$ cat config.mk
export PLATFORM = sky130hd
export DESIGN_NAME = tube_scroller
export DESIGN_NICKNAME = d
export VERILOG_FILES = /design/src/rtl/tube_scroller.sv
export SDC_FILE = /design/constraint.sdc
export NUM_CORES = 1
export LEC_CHECK = 0
export ABC_CLOCK_PERIOD_IN_PS = 2940
export BUFFER_PORTS_ARGS = -buffer_cell sky130_fd_sc_hd__buf_2
export CORE_MARGIN = 2
export CORE_UTILIZATION = 62
export CTS_BUF_LIST = sky130_fd_sc_hd__clkbuf_8 sky130_fd_sc_hd__clkbuf_16
export DETAILED_ROUTE_END_ITERATION = 10
export MAX_ROUTING_LAYER = met4
export PLACE_DENSITY = 0.79
export SKIP_LAST_GASP = 1
export SLEW_MARGIN = 30
export SYNTH_ARGS = -nofsm -noshare
export SYNTH_HDL_FRONTEND = slang
export SYNTH_SLANG_ARGS = --single-unit
$ cat constraint.sdc
create_clock -name clk -period 2.94 [get_ports clk]
set_input_delay 0.294 -clock clk [delete_from_list [all_inputs] [get_ports clk]]
set_output_delay 0.294 -clock clk [all_outputs]
set_load 0.03 [all_outputs]
$ cat src/rtl/tube_scroller.sv
// Tube playfield scroller: shifts tube columns right-to-left across a
// COLS x ROWS grid, spaces tubes apart, detects bird/tube collisions and
// counts the tubes the bird has passed.
module tube_scroller #(
   parameter int ROWS     = 16,
   parameter int COLS     = 16,
   parameter int TICK_DIV = 12500000,
   parameter int GAP_COLS = 3,
   parameter int BIRD_COL = 2
) (
   input  logic                    clk,
   input  logic                    RST,
   input  logic                    start,
   input  logic [ROWS-1:0]         pattern,
   input  logic                    pat_valid,
   output logic                    pat_req,
   input  logic [$clog2(ROWS)-1:0] bird_row,
   input  logic [$clog2(COLS)-1:0] col_sel,
   output logic [ROWS-1:0]         col_data,
   output logic                    dead,
   output logic [7:0]              score
);

   localparam int TICK_W  = (TICK_DIV > 1) ? $clog2(TICK_DIV) : 1;
   localparam int SPACE_W = (GAP_COLS > 0) ? $clog2(GAP_COLS + 1) : 1;
   localparam logic [TICK_W-1:0]  TICK_LAST = TICK_W'(TICK_DIV - 1);
   localparam logic [SPACE_W-1:0] GAP_LOAD  = SPACE_W'(GAP_COLS);

   typedef enum logic [1:0] {
      IDLE = 2'd0,
      RUN  = 2'd1,
      DEAD = 2'd2
   } state_t;

   state_t             state_reg;
   logic [TICK_W-1:0]  tick_reg;
   logic [SPACE_W-1:0] space_reg;
   logic [7:0]         score_reg;
   logic               dead_reg;

   // Per-column view of the playfield; column COLS-1 is the entry side.
   logic [ROWS-1:0]    grid [COLS];

   logic               in_run;
   logic               hit;
   logic               step;
   logic               shift;
   logic               begin_game;
   logic [ROWS-1:0]    entry_col;

   assign in_run     = (state_reg == RUN);
   // The bird sits in a fixed column; any tube bit on its row is a crash.
   assign hit        = in_run && grid[BIRD_COL][bird_row];
   assign step       = in_run && (tick_reg == TICK_LAST);
   // A crash on a step cycle freezes the field: no shift, no score.
   assign shift      = step && !hit;
   // start only matters outside RUN; it launches a fresh game.
   assign begin_game = (state_reg != RUN) && start;
   // New column: a tube only when spacing is done and the picker has one.
   assign entry_col  = ((space_reg == '0) && pat_valid) ? pattern : '0;

   assign pat_req  = in_run && (space_reg == '0);
   assign col_data = grid[col_sel];
   assign dead     = dead_reg;
   assign score    = score_reg;

   // One register per column; each takes its right neighbour on a shift.
   for (genvar gi = 0; gi < COLS; gi++) begin : g_col
      logic [ROWS-1:0] col_reg;
      logic [ROWS-1:0] shift_in;

      if (gi == COLS - 1) begin : g_entry
         assign shift_in = entry_col;
      end else begin : g_body
         assign shift_in = grid[gi+1];
      end

      // Column storage: cleared by reset or a new game, loaded on a shift.
      always_ff @(posedge clk) begin
         if (RST || begin_game) begin
            col_reg <= '0;
         end else if (shift) begin
            col_reg <= shift_in;
         end
      end

      assign grid[gi] = col_reg;
   end

   // Game FSM with tick divider, tube spacing counter and score.
   always_ff @(posedge clk) begin
      if (RST) begin
         state_reg <= IDLE;
         tick_reg  <= '0;
         space_reg <= '0;
         score_reg <= '0;
         dead_reg  <= 1'b0;
      end else begin
         case (state_reg)
            IDLE, DEAD: begin
               if (start) begin
                  state_reg <= RUN;
                  tick_reg  <= '0;
                  space_reg <= '0;
                  score_reg <= '0;
                  dead_reg  <= 1'b0;
               end
            end
            RUN: begin
               if (hit) begin
                  state_reg <= DEAD;
                  dead_reg  <= 1'b1;
               end else if (step) begin
                  tick_reg <= '0;
                  if (space_reg != '0) begin
                     space_reg <= space_reg - SPACE_W'(1);
                  end else if (pat_valid) begin
                     space_reg <= GAP_LOAD;
                  end
                  // The column leaving the bird's position was just passed.
                  if ((grid[BIRD_COL] != '0) && (score_reg != 8'hFF)) begin
                     score_reg <= score_reg + 8'd1;
                  end
               end else begin
                  tick_reg <= tick_reg + TICK_W'(1);
               end
            end
            default: begin
               state_reg <= IDLE;
               dead_reg  <= 1'b0;
            end
         endcase
      end
   end

endmodule

Word-level counts from Yosys, hierarchy flattened
Index checks and enable logic that the tools add are counted.
- word-level logic and storage cells: 84
- flip-flop bits (word level): 293
- add/sub/neg operators: 3
- eq/ne operators: 11
- bitwise gates (word level): 1
- multiplexer cells: 27
- reductions and logical operators: 19
- $lt $le $gt $ge: 2
- operator list (kind ; count):
    $mux 24 ; 3
    $bmux 16 s4 ; 1
    $mux 16 ; 3
    $pmux 24 s2 ; 1
    $mux 8 ; 4
    $add 24x1->24 const B ; 1
    $eq 24x24->1 const B ; 1
    $pmux 8 s2 ; 1
    $reduce_bool 16->1 ; 1
    $mux 2 ; 7
    $reduce_and 5->1 ; 2
    $add 8x1->8 const B ; 1
    $ne 2x1->1 const B ; 4
    $ne 8x8->1 const B ; 1
    $pmux 2 s2 ; 2
    $logic_and 1x1->1 ; 7
    $ge 5x5->1 const B ; 1
    $lt 4x5->1 const B ; 1
    $not 4->5 ; 1
    $bmux 1 s4 ; 1
    $logic_not 2->1 ; 2
    $ne 2x2->1 const B ; 2
    $reduce_bool 2->1 ; 2
    $mux 1 ; 3
    10 further kinds ; 10

Longest topological paths before layout
Gate-level depths: netlist of run 1.
- depth after elaboration: 6
- gate-level depth with buffers: 11
- gate-level depth less buffers: 7

Worst setup path before layout of run 1
No wires, ideal clock.
- kind: input port to output port
- start point: input col_sel[0]
- end point: output col_data[0]
- arrival time: 2.197 ns
- path buffers: 2
- slack: 0.449 ns
- required time: 2.646 ns
- stages: 4
- path through: buf_2 -> buf_1 -> mux4_2 -> mux4_2
- word-level cells in the longest chain between the ends: 4
- ends and longest elaborated chain (element ; line ; text):
    from (decl) ; 18 ; input logic [$clog2(COLS)-1:0] col_sel,
    $not 4->5 (implied by the code) ; 63 ; assign col_data = grid[col_sel];
    $bmux 16 s4 ; 63 ;
    $mux 16 (implied by the code) (2 in series) ; 63 ;
    to (decl) ; 19 ; output logic [ROWS-1:0] col_data,
Every way passes these cells. The select of a mux whose other input is x is not followed.

Final worst setup path of run 1
- start point: register g_col[2].col_reg[8]
- end point: output col_data[8]
- word-level cells in the longest chain between the ends: 3
- ends and longest elaborated chain (element ; line ; text):
    from (decl) ; 69 ; logic [ROWS-1:0] col_reg;
    from (signal assigned) ; 83 ; col_reg <= shift_in;
    $bmux 16 s4 ; 63 ;
    $mux 16 (implied by the code) (2 in series) ; 63 ;
Every way passes these cells. The select of a mux whose other input is x is not followed.

==> results of run 1 <==
[layout make-up]
cell class              instances  area, µm²
clock buffers                  37      835.8
clock inverters                16      110.1
fillers                      1540       6178
inverters                       9      33.78
multi-input cells            1049       6377
flip-flops and latches        292       5846
well taps                     270      337.8
repair buffers                 78      580.6
[worst min-delay path, stage by stage]
cell                      delay [ns]
sky130_fd_sc_hd__buf_2          0.11
sky130_fd_sc_hd__nand3_1        0.06
sky130_fd_sc_hd__a21oi_1        0.06
[stage by stage]
step           power, µW  cells  hold WS, ns  setup slack, ns  util [%]
6_report            7927   1751      0.01240           0.3920     69.56
5_1_grt             8171   1751      0.01793           0.2438     69.56
4_1_cts             7971   1751     0.001604           0.3860     69.56
3_5_place_dp        4402   1698       0.4459           0.4463     64.90
3_3_place_gp        4401   1698       0.4347           0.4932     64.90
2_1_floorplan       4291   1468       0.4289           0.4493         -
[final timing paths]
check / startpoint / endpoint / slack, ns
hold / removal: pattern[5] / g_col[14].shift_in[5] / 0.01
setup / recovery: g_col[1].shift_in[8] / col_data[8] / 0.39
setup reg to reg: tick_reg[0] / g_col[13].shift_in[14] / 0.42
hold reg to reg: g_col[0].col_reg[12] / g_col[0].col_reg[12] / 0.45
[synth_stat cells (4+ instances only)]
cell                         n  area (µm²)
sky130_fd_sc_hd__nand2_1   506        1899
sky130_fd_sc_hd__dfxtp_1   292        5846
sky130_fd_sc_hd__a21oi_1   267        1336
sky130_fd_sc_hd__mux4_2     81        1824
sky130_fd_sc_hd__clkbuf_1   72       270.3
sky130_fd_sc_hd__nand3_1    37       185.2
sky130_fd_sc_hd__buf_4      28       210.2
sky130_fd_sc_hd__nor2_1     22       82.58
sky130_fd_sc_hd__xor2_1     13       113.9
sky130_fd_sc_hd__nand4_1    12       75.07
sky130_fd_sc_hd__o21ai_0    10       50.05
sky130_fd_sc_hd__and3_1      9       56.30
sky130_fd_sc_hd__inv_1       9       33.78
sky130_fd_sc_hd__nor4_1      9       56.30
sky130_fd_sc_hd__buf_2       8       40.04
sky130_fd_sc_hd__mux2i_1     8       80.08
sky130_fd_sc_hd__buf_1       7       26.28
sky130_fd_sc_hd__nor2b_1     7       43.79
sky130_fd_sc_hd__or3_1       7       43.79
sky130_fd_sc_hd__nor3_1      6       30.03
sky130_fd_sc_hd__and4_1      5       43.79
sky130_fd_sc_hd__nand2b_1    5       31.28
sky130_fd_sc_hd__and2_1      4       25.02
[power breakdown]
group          internal, µW  switching (µW)
Clock                  2080            1530
Combinational           117             233
Sequential             3960            3.94
[metal layers]
layer / vias up / part of all wire (%) / track usage (%)
li1: 5025 / - / -
met1: 4942 / 42 / 36.01
met2: 297 / 49 / 45.02
met3: 61 / 5.6 / 3.333
met4: 0 / 3.0 / 8.952
met5: - / 0 / -
[cells by family (layout without fill, tap and decap cells)]
kind of cell | after synthesis | after routing | synth area share [%]
AO/OA/AOI/OAI | 298 | 298 | 12.36
XOR/XNOR | 16 | 16 | 1.093
adder cells (fa/ha/maj) | 3 | 3 | 0.2927
buffers and inverters | 127 | 140 | 4.789
flip-flops | 292 | 292 | 45.57
multiplexers | 89 | 89 | 14.85
AND/OR/NAND/NOR | 643 | 643 | 21.05
==> flow_summary_export.csv, run 1 <==
group,metric,value,unit
clock_network,worstSkewPairLatency,0.55,ns
layout,insertedDiodeCount,0,
layout,final_common_cell,"sky130_fd_sc_hd__nand2_1",
logic_synthesis,mappedNetlistArea,12830,µm²
detailed_routing,detailedRoute.firstPassIterationCount,6,
die,row_count,52,
power,power_density,561.3,nW/µm²
layout,drive_gt1_share,14.92,%
detailed_routing,drtAntennaViolNets,0,
clock_network,cts.sink_count,292,
clock_network,ctsResizeCount,0,
power,cellLeakagePower,0.004505,µW
logic_synthesis,synth-seq-cells,292,
critical_path,worst-path-stages,4,
logic_synthesis,yosysUniqueCellTypes,52,
die,chipWidth,147.8,µm
critical_path,worst_reg_to_reg_cells,8,
detailed_routing,viasPerCell,5.897,
global_route,grt_first_pass_wirelength,48220,µm
global_route,grt_pass1_vias,9692,
hold_path,timing.hold.worst.class,"in2reg",
clock_network,worst_setup_hold_path_clk_slew,0.06,ns
placement,dp_hpwl,18300,µm
timing,final.period_utilization,86.67,%
timing,setup_viol,0,
global_route,initial_antenna_violation_count,0,
critical_path,timing.critical_path.slowest_cell_delay,0.48,ns
critical_path,worst_ep_required_time,2.65,ns
layout,area_delta_synth_final,10.09,%
detailed_routing,drt_iter0_markers,1132,
placement,io_buffer_count,53,
die,floorplan.initialDensity,63.19,%
clock_network,tritoncts,"done",
die,io-pin-count,54,
layout,design_area,14120,µm²
critical_path,setup.worst_path.start_class,"flop",
timing,rsz_0062_raised_after_global_routing,"no",
layout,most-common-layout-cells,"506 x sky130_fd_sc_hd__nand2_1, 292 x sky130_fd_sc_hd__dfxtp_1, 267 x sky130_fd_sc_hd__a21oi_1",
critical_path,cpMaxStageDelayCell,"sky130_fd_sc_hd__mux4_2",
critical_path,buffering_stage_count_on_the_worst_path_with_inverters_included,2,
clock_network,cts.path.max_buffers,3,
critical_path,timing.critical_path.cells,"buf_4 -> mux4_2 -> mux4_2 -> buf_2",
layout,largest_reg_flops,224,
timing,clock_skew,0.007640,ns
power,vdd_ir_drop_max,0.3986,mV
logic_synthesis,synth_enable_flop_cells,0,
placement,detailed_place.area,13180,µm²
timing,tns,0,ns
timing,relative_slew_slack,36.53,%
logic_synthesis,synth_async_sr_flop_share,0,%
critical_path,criticalPathCategory,"reg2out",
global_route,largest_net_degree_at_the_start_of_global_routing,211,
timing,final.min_clock_period,2.548,ns
logic_synthesis,syn_area_per_cell,8.738,µm²
layout,design.final.nets,1490,
global_route,global_route.overflow_total,0,
detailed_routing,detail_route.wl_per_cell,16.60,µm
hold_path,min_delay_path_depth,3,
critical_path,cpMostUsedCell,"sky130_fd_sc_hd__mux4_2",
critical_path,cp_data_arrival_time,2.25,ns
outcome,status,"completed",
clock_network,ctsRootBufferMaster,"sky130_fd_sc_hd__clkbuf_16",
detailed_routing,remaining_drc_errors,0,
global_route,globalRouteTotalUtil,27.50,%
critical_path,setup.worst_path.end_class,"output pin",
clock_network,postCtsSetupBuffers,0,
timing,clock.fmax,0.3925,GHz
critical_path,crit_family,"multiplexers",
job,max-cap-violations,0,
logic_synthesis,synthesis.nets,1499,
clock_network,h-tree-depth,1,
clock_network,cts-buffers-inserted,29,
logic_synthesis,synth-seq-area-share,45.57,%
logic_synthesis,synth_warnings,0,
clock_network,cts_hold_buffers,0,
timing,tightestPinTransition,0.9521,ns
detailed_routing,routed-via-count,10330,
die,fp.dieH,147.8,µm
logic_synthesis,postSynthCellCount,1468,
die,core-area,20300,µm²
die,die-area,21860,µm²
logic_synthesis,synth_flop_cell,"sky130_fd_sc_hd__dfxtp_1",
timing,final_hold_viol_count,0,
timing,final-max-slew-violation-count,0,
critical_path,cp_max_fo,4,
detailed_routing,post_route_wl,29060,µm
placement,replace_congestion,0.8663,
Power figures use the tool's default switching activity.
==> inputs of run 2 (changes only) <==
--- a/config.mk
+++ b/config.mk
@@ -7,12 +7,13 @@
 export LEC_CHECK = 0
 export ABC_CLOCK_PERIOD_IN_PS = 2940
 export BUFFER_PORTS_ARGS = -buffer_cell sky130_fd_sc_hd__buf_2
+export CORE_ASPECT_RATIO = 0.8
 export CORE_MARGIN = 2
 export CORE_UTILIZATION = 62
 export CTS_BUF_LIST = sky130_fd_sc_hd__clkbuf_8 sky130_fd_sc_hd__clkbuf_16
 export DETAILED_ROUTE_END_ITERATION = 10
 export MAX_ROUTING_LAYER = met4
-export PLACE_DENSITY = 0.79
+export PLACE_DENSITY = 0.87
 export SKIP_LAST_GASP = 1
 export SLEW_MARGIN = 30
 export SYNTH_ARGS = -nofsm -noshare
==> flow_summary_export.csv, run 2 (synthesis results as in run 1) <==
group,metric,value,unit
outcome,status,"completed",
global_route,global_route.overflow_total,0,
detailed_routing,detail_route.wl_per_cell,16.95,µm
timing,rsz_0062_raised_after_global_routing,"no",
detailed_routing,drt_iter0_markers,1110,
global_route,initial_antenna_violation_count,0,
global_route,largest_net_degree_at_the_start_of_global_routing,166,
clock_network,cts.path.max_buffers,3,
critical_path,worst_ep_required_time,2.65,ns
power,final_total_pwr,7831,µW
die,io-pin-count,54,
clock_network,cts.sink_count,292,
critical_path,cp_data_arrival_time,2.18,ns
job,max-cap-violations,0,
layout,most-common-layout-cells,"506 x sky130_fd_sc_hd__nand2_1, 292 x sky130_fd_sc_hd__dfxtp_1, 267 x sky130_fd_sc_hd__a21oi_1",
clock_network,ctsRootBufferMaster,"sky130_fd_sc_hd__clkbuf_16",
die,core-area,20460,µm²
global_route,grt_first_pass_wirelength,48650,µm
power,cellLeakagePower,0.004511,µW
critical_path,timing.critical_path.slowest_cell_delay,0.48,ns
timing,tightestPinTransition,0.7629,ns
critical_path,timing.critical_path.cells,"buf_4 -> mux4_2 -> mux4_2 -> buf_2",
clock_network,h-tree-depth,1,
critical_path,setup.worst_path.end_class,"output pin",
critical_path,worst_reg_to_reg_cells,8,
placement,dp.cells,1695,
timing,clock.fmax,0.4041,GHz
layout,final_cell_utilization_of_the_core,69.03,%
critical_path,cpMaxStageDelayCell,"sky130_fd_sc_hd__mux4_2",
timing,final-max-slew-violation-count,0,
placement,io_buffer_count,53,
critical_path,crit_start,"g_col[1].shift_in[12]",
detailed_routing,drtAntennaViolNets,0,
layout,fillCellCount,1521,
die,row_count,47,
layout,largest_reg_flops,224,
timing,clock_skew,0.01755,ns
die,fp.dieH,132.7,µm
clock_network,worst_setup_hold_path_clk_slew,0.07,ns
critical_path,criticalPathCategory,"reg2out",
critical_path,cpMostUsedCell,"sky130_fd_sc_hd__mux4_2",
critical_path,cp_max_fo,4,
timing,relative_slew_slack,49.14,%
die,floorplan.initialDensity,62.68,%
critical_path,reg_to_reg_start,"g_col[1].shift_in[3]",
timing,tns,0,ns
critical_path,setup.worst_path.start_class,"flop",
timing,final.period_utilization,84.18,%
die,die-area,21860,µm²
clock_network,worstSkewPairLatency,0.54,ns
layout,cell_count_final_fillers_out,1747,
clock_network,cts-buffers-inserted,28,
power,vdd_ir_drop_max,0.4787,mV
global_route,grt_pass1_vias,9905,
timing,final.min_clock_period,2.475,ns
die,chipWidth,164.8,µm
layout,insertedDiodeCount,0,
detailed_routing,remaining_drc_errors,0,
layout,area_delta_synth_final,10.13,%
clock_network,ctsResizeCount,0,
hold_path,hold_start,"pattern[4]",
hold_path,timing.hold.worst.class,"in2reg",
detailed_routing,post_route_wl,29610,µm
power,power_density,554.3,nW/µm²
detailed_routing,routed-via-count,10570,
layout,design.final.nets,1489,
clock_network,tritoncts,"done",
layout,final_common_cell,"sky130_fd_sc_hd__nand2_1",
timing,setup_viol,0,
global_route,globalRouteTotalUtil,28.09,%
placement,replace_congestion,0.8638,
detailed_routing,detailedRoute.firstPassIterationCount,6,
layout,drive_gt1_share,14.41,%
detailed_routing,viasPerCell,6.049,
timing,final_hold_viol_count,0,
placement,dp_hpwl,18730,µm
hold_path,min_delay_path_depth,3,
## run 2: cell types whose count changed in the layout (fill, tap and decap cells not counted)
cell,previous run,this run
sky130_fd_sc_hd__buf_12,10,12
sky130_fd_sc_hd__inv_1,12,15
sky130_fd_sc_hd__clkinv_2,9,5
sky130_fd_sc_hd__buf_4,16,13
sky130_fd_sc_hd__dlygate4sd3_1,0,2
sky130_fd_sc_hd__inv_6,1,0
sky130_fd_sc_hd__clkinvlp_4,2,1
sky130_fd_sc_hd__buf_2,52,51
## run 2: final cells by class
class / instances / area (µm²) / area share [%]
flip-flops and latches: 292 / 5846 / 41.38
repair buffers: 78 / 613.1 / 4.340
multi-input cells: 1049 / 6377 / 45.14
inverters: 9 / 33.78 / 0.2391
clock inverters: 13 / 85.08 / 0.6022
well taps: 269 / 336.6 / 2.382
clock buffers: 37 / 835.8 / 5.916
## run 2: final timing paths
path,to,slack [ns]
setup / recovery,col_data[12],0.47
hold / removal,g_col[14].shift_in[4],0.01
setup reg to reg,g_col[5].shift_in[12],0.55
hold reg to reg,g_col[0].col_reg[12],0.45
## run 2: routing by layer
layer	GRT usage (%)	share of wire (%)	vias up
li1	-	-	5036
met1	37.86	43	5118
met2	44.98	49	357
met3	3.480	6.1	57
met4	8.116	2.2	0
met5	-	0	-
## run 2: where the power goes
group	internal [µW]	switching, µW
Sequential	3960	3.80
Combinational	109	225
Clock	2060	1470
Total	6130	1700
## run 2: through the flow
step	hold WS (ns)	instance area (µm²)	worst slack, ns
after floorplan	0.4289	12830	0.4493
after global placement	0.4356	13190	0.5059
after detailed placement	0.4451	13190	0.4640
after CTS	0.0001846	14130	0.4631
after global routing	0.01212	14130	0.3865
final	0.01458	14130	0.4652
## run 2: worst max-delay path, delay by kind of cell (launching register included)
kind	cells	cell delay, ns
buffers and inverters	2	0.36
DFF	1	0.35
muxes	2	0.93
## run 2: timing repair
action	CTS	global route
endpoints found under the hold margin	2	0
hold buffers	2	0
setup buffers	0	0
